$ cat config.mk
export PLATFORM = sky130hd
export DESIGN_NAME = bit_serializer
export DESIGN_NICKNAME = d
export VERILOG_FILES = /design/src/rtl/ser_pkg.sv /design/src/rtl/bit_serializer.sv
export SDC_FILE = /design/constraint.sdc
export NUM_CORES = 1
export LEC_CHECK = 0
export ABC_CLOCK_PERIOD_IN_PS = 1700
export BUFFER_PORTS_ARGS = -buffer_cell sky130_fd_sc_hd__buf_2
export CAP_MARGIN = 20
export CORE_MARGIN = 4
export CORE_UTILIZATION = 49
export DETAILED_ROUTE_END_ITERATION = 6
export PLACE_DENSITY_LB_ADDON = 0.15
export SETUP_SLACK_MARGIN = 0.1
export SYNTH_ARGS = -nofsm -noshare
export SYNTH_HDL_FRONTEND = slang
export SYNTH_SLANG_ARGS = --single-unit
$ cat constraint.sdc
create_clock -name clk -period 1.7 [get_ports clk]
set_clock_uncertainty 0.1 [all_clocks]
set_input_delay 0.085 -clock clk [delete_from_list [all_inputs] [get_ports clk]]
set_output_delay 0.085 -clock clk [all_outputs]
set_load 0.05 [all_outputs]
$ cat src/rtl/ser_pkg.sv
// Shared definitions for the bit serializer.
//   state_t       : FSM states (IDLE, SHIFT)
//   DEFAULT_WIDTH : default parallel word width
package ser_pkg;

  localparam int DEFAULT_WIDTH = 8;

  typedef enum logic {
    IDLE  = 1'b0,
    SHIFT = 1'b1
  } state_t;

endpackage

$ cat src/rtl/bit_serializer.sv
// Parallel-to-serial converter with a valid/ready word input.
// A word is accepted when in_valid and in_ready are both high on a rising
// edge; its bits then appear on data, one per cycle, starting the next cycle.
// A new word can be accepted on the final bit of the current one, so words
// stream with no idle gap.
//
// Ports:
//   clk        : clock, all state changes on the rising edge
//   reset      : synchronous active-high reset
//   in_data    : parallel word to serialize (WIDTH bits)
//   in_valid   : in_data holds a word to accept
//   in_ready   : block can accept a word this cycle
//   data       : serial bit stream
//   data_valid : data carries a payload bit this cycle
//   last_bit   : current bit is the final bit of its word
//   busy       : a word is being shifted out
module bit_serializer
  import ser_pkg::*;
#(
  parameter int WIDTH     = DEFAULT_WIDTH,
  parameter bit MSB_FIRST = 1'b1
) (
  input  logic             clk,
  input  logic             reset,
  input  logic [WIDTH-1:0] in_data,
  input  logic             in_valid,
  output logic             in_ready,
  output logic             data,
  output logic             data_valid,
  output logic             last_bit,
  output logic             busy
);

  localparam int CW = $clog2(WIDTH);

  state_t           state, state_nx;
  logic [WIDTH-1:0] sreg, sreg_nx;
  logic [CW-1:0]    bit_cnt, bit_cnt_nx;
  logic             cnt_zero;
  logic             accept;
  logic [WIDTH-1:0] sreg_shifted;

  // State, shift register and bit counter
  always_ff @(posedge clk) begin
    if (reset) begin
      state   <= IDLE;
      sreg    <= '0;
      bit_cnt <= '0;
    end else begin
      state   <= state_nx;
      sreg    <= sreg_nx;
      bit_cnt <= bit_cnt_nx;
    end
  end

  // The active end of the register always holds the bit on data, so
  // shifting moves the next bit toward that end.
  always_comb begin
    if (MSB_FIRST)
      sreg_shifted = {sreg[WIDTH-2:0], 1'b0};
    else
      sreg_shifted = {1'b0, sreg[WIDTH-1:1]};
  end

  // Next-state logic and outputs. in_ready also opens on the final bit of a
  // word so a waiting word reloads the register without leaving SHIFT.
  always_comb begin
    state_nx   = state;
    sreg_nx    = sreg;
    bit_cnt_nx = bit_cnt;
    cnt_zero   = (bit_cnt == '0);
    in_ready   = 1'b0;
    data       = 1'b0;
    data_valid = 1'b0;
    last_bit   = 1'b0;
    busy       = 1'b0;
    accept     = 1'b0;

    case (state)
      IDLE: begin
        in_ready = 1'b1;
        accept   = in_valid;
        if (accept) begin
          state_nx   = SHIFT;
          sreg_nx    = in_data;
          bit_cnt_nx = CW'(WIDTH - 1);
        end
      end

      SHIFT: begin
        in_ready   = cnt_zero;
        data       = MSB_FIRST ? sreg[WIDTH-1] : sreg[0];
        data_valid = 1'b1;
        last_bit   = cnt_zero;
        busy       = 1'b1;
        accept     = in_valid && cnt_zero;
        if (accept) begin
          sreg_nx    = in_data;
          bit_cnt_nx = CW'(WIDTH - 1);
        end else if (cnt_zero) begin
          state_nx = IDLE;
          sreg_nx  = sreg_shifted;
        end else begin
          sreg_nx    = sreg_shifted;
          bit_cnt_nx = bit_cnt - CW'(1);
        end
      end

      default: begin
        state_nx = IDLE;
      end
    endcase
  end

endmodule

==> results.md <==
- Status: completed
- Routability cong.: 0.676
- CP arrival: 1570 ps
- Synth Warn #: 0
- Synthesized area: 646 sq um
- Post-synth EDFFs: 0
- FF-to-FF Start: bit_cnt[0]$_SDFFE_PP0P_
- IO Count: 16
- Top post-synthesis cells by area: dfxtp_1 37%, mux2i_1 12%, a21oi_1 7.0%
- Initial DRC count: 7
- Largest net degree at the start of global routing: 13
- Crit Reg-Reg Endpoint: sreg[4]$_SDFFE_PP0P_
- Max Cap Viol: 0
- Worst Hold Depth: 2
- Fin. max-slew vios: 0
- Die W: 44.3 um
- Layout Cells excl Fill: 96
- Fmax: 0.668 GHz
- DRC viols: 0
- Fraction of layout cells with a size suffix above 1: 0.378
- Power Density: 954 nW/um^2
- Leak pwr: 0.000361 uW
- RSZ-0062 raised after global routing: yes
- Min cycle time layout: 1500 ps
- CTS tree: yes
- R2r worst-path depth: 5
- H-tree levels: 1
- Final Cycle Share: 0.880
- Fin. Hold Viols: 0
- Syn nets: 78
- TNS Setup: 0 ps
- Post-synthesis sequential area ratio: 0.372
- Global-route usage over all layers: 0.153
- Initial Utilization: 0.551
- Distinct cells, synth: 24
- Most common cell in the netlist: dfxtp_1
- Commonest cells post-synth: 12 x dfxtp_1, 9 x a21oi_1, 8 x mux2i_1
- Die Area: 1960 sq um
- Routed wire length: 1.33 mm
- CP Max Fanout: 10
- Filler cells: 97
- Port Buf Inserts: 15
- Worst R2R Setup Slack: 200 ps
- Register bit total from synthesis: 12
- CP startpoint kind: register
- First-pass GRT wire length: 2.13 mm
- Worst setup EP type: register
- Hpwl dp: 941 um
- Crit path from: bit_cnt[0]$_SDFFE_PP0P_
- Row Count: 12
- Routed length per placed instance: 13.8 um
- Post-synth ARST share: 0
- Required time of the critical path: 1770 ps
- Worst hold path class: in -> reg
- Reg clk slew, reported paths: 80 ps
- Ys flop type: dfxtp_1
- Total grt overflow: 0
- Vias in the first global route: 461
- Antenna-violating nets left: 0
- Number of diodes: 0
- CP Class: reg -> reg
- Least-Margin Pin Slew: 326 ps
- DR vias/cell: 5.39
- Clock Tree Buf Depth: 2
- Mapped Cells: 65
- Setup Viol. Count Final: 0
- Slew margin rel.: 0.783
- Root Driver: clkbuf_4
- Hold Path End: sreg[7]$_SDFFE_PP0P_
- Area delta synth->final: 22.9%
- Drt pass-1 iters: 4
- Placed Cells incl. Taps: 90
- Synth area leader: dfxtp_1
- Max VDD drop: 0.000719 V
- Num CTS Buffers: 3
- Share of the synthesized area in the top cell type: 0.372
- Die height: 44.3 um
- Antenna violations before repair: 0
- Clock latency on the worst-skew pair: 270 ps
- Mapped Avg Cell Area: 9.93 sq um
- Hold Path Origin: in_data[7]
- Finished Cell Area: 793 sq um
- CORE AREA: 1170 sq um
- Vias: 517
- DP Area: 711 sq um
- Final #Nets: 96
- Post-CTS Setup Inserts: 0
- Clock Sinks: 12
==> sequential cells by signal, summed over array words and instances (netlist names) <==
register	flops
sreg	8
state	1
bit_cnt	3
==> stage by stage <==
stage	util	power (uW)	hold WS, ps	setup WS [ps]
detailed placement	0.607	515	279	170
floorplan	-	475	61.0	108
global placement	0.607	511	279	225
finish	0.677	756	4.68	204
global route	0.677	794	7.31	93.6
CTS	0.666	753	0.435	98.0
==> repair_timing <==
| action | 4_1_cts | 5_1_grt |
|---|---|---|
| setup endpoints to repair | 2 | 9 |
| hold buffers | 2 | 0 |
| resized for setup | 3 | 3 |
| cloned | 0 | 0 |
| pin swaps | 0 | 0 |
| hold endpoints to repair | 2 | 0 |
==> worst max-delay path, stage by stage (launching register included) <==
cell	delay [ps]
dfxtp_1	320
inv_1	130
ha_4	200
nand3b_4	140
nor3b_2	200
a2111oi_2	310
==> worst max path at each step <==
stage	endpoint	slack, ps	cells past startpoint
floorplan	last_bit	110	3
global placement	sreg[4]$_SDFFE_PP0P_	220	5
detailed placement	sreg[4]$_SDFFE_PP0P_	170	5
CTS	sreg[4]$_SDFFE_PP0P_	100	5
global route	sreg[4]$_SDFFE_PP0P_	90	5
finish	sreg[4]$_SDFFE_PP0P_	200	5
==> report_power, final <==
part / leakage, uW / total (uW) / internal, uW / switching (uW)
clock network: 0.0000210 / 226 / 130 / 96.4
logic: 0.000240 / 197 / 86.9 / 110
registers: 0.000100 / 333 / 310 / 22.5
total: 0.000361 / 756 / 527 / 229
==> cell families (layout without fill, tap and decap cells) <==
group / count (synthesis) / count (layout) / synth area share
compound gates: 21 / 21 / 0.262
simple gates: 13 / 13 / 0.128
flops: 12 / 12 / 0.372
buf+inv: 9 / 26 / 0.0756
mux: 8 / 8 / 0.124
fa+ha+maj: 2 / 2 / 0.0388
==> layout by cell type, fill, tap and decap left out, types with 2 or more instances in the layout <==
cell / netlist / final
o221a_1: 3 / 3
nand2_1: 3 / 3
inv_1: 4 / 4
buf_4: 2 / 2
buf_2: 0 / 13
clkbuf_4: 0 / 3
mux2i_1: 8 / 8
o221a_2: 3 / 3
dlygate4sd3_1: 0 / 2
a21oi_1: 9 / 9
nor2_1: 4 / 3
dfxtp_1: 12 / 11
a211oi_1: 2 / 2
==> cell type report <==
cell class	count	area [sq um]	area share
repair buffers	17	100	0.126
clock buffers	4	36.3	0.0457
inverters	5	18.8	0.0237
flip-flops and latches	12	241	0.304
multi-input cells	44	379	0.478
well taps	14	17.5	0.0221
==> metal layers <==
| layer | vias up | wire length, um | GRT usage | share of wire |
|---|---|---|---|---|
| li1 | 277 | - | - | - |
| met1 | 228 | 644 | 0.211 | 0.49 |
| met2 | 10 | 587 | 0.203 | 0.44 |
| met3 | 2 | 71 | 0.0650 | 0.054 |
| met4 | 0 | 21 | 0.0723 | 0.016 |
| met5 | - | 0 | 0 | 0 |
Note: power is estimated with default switching activity, not from simulation.
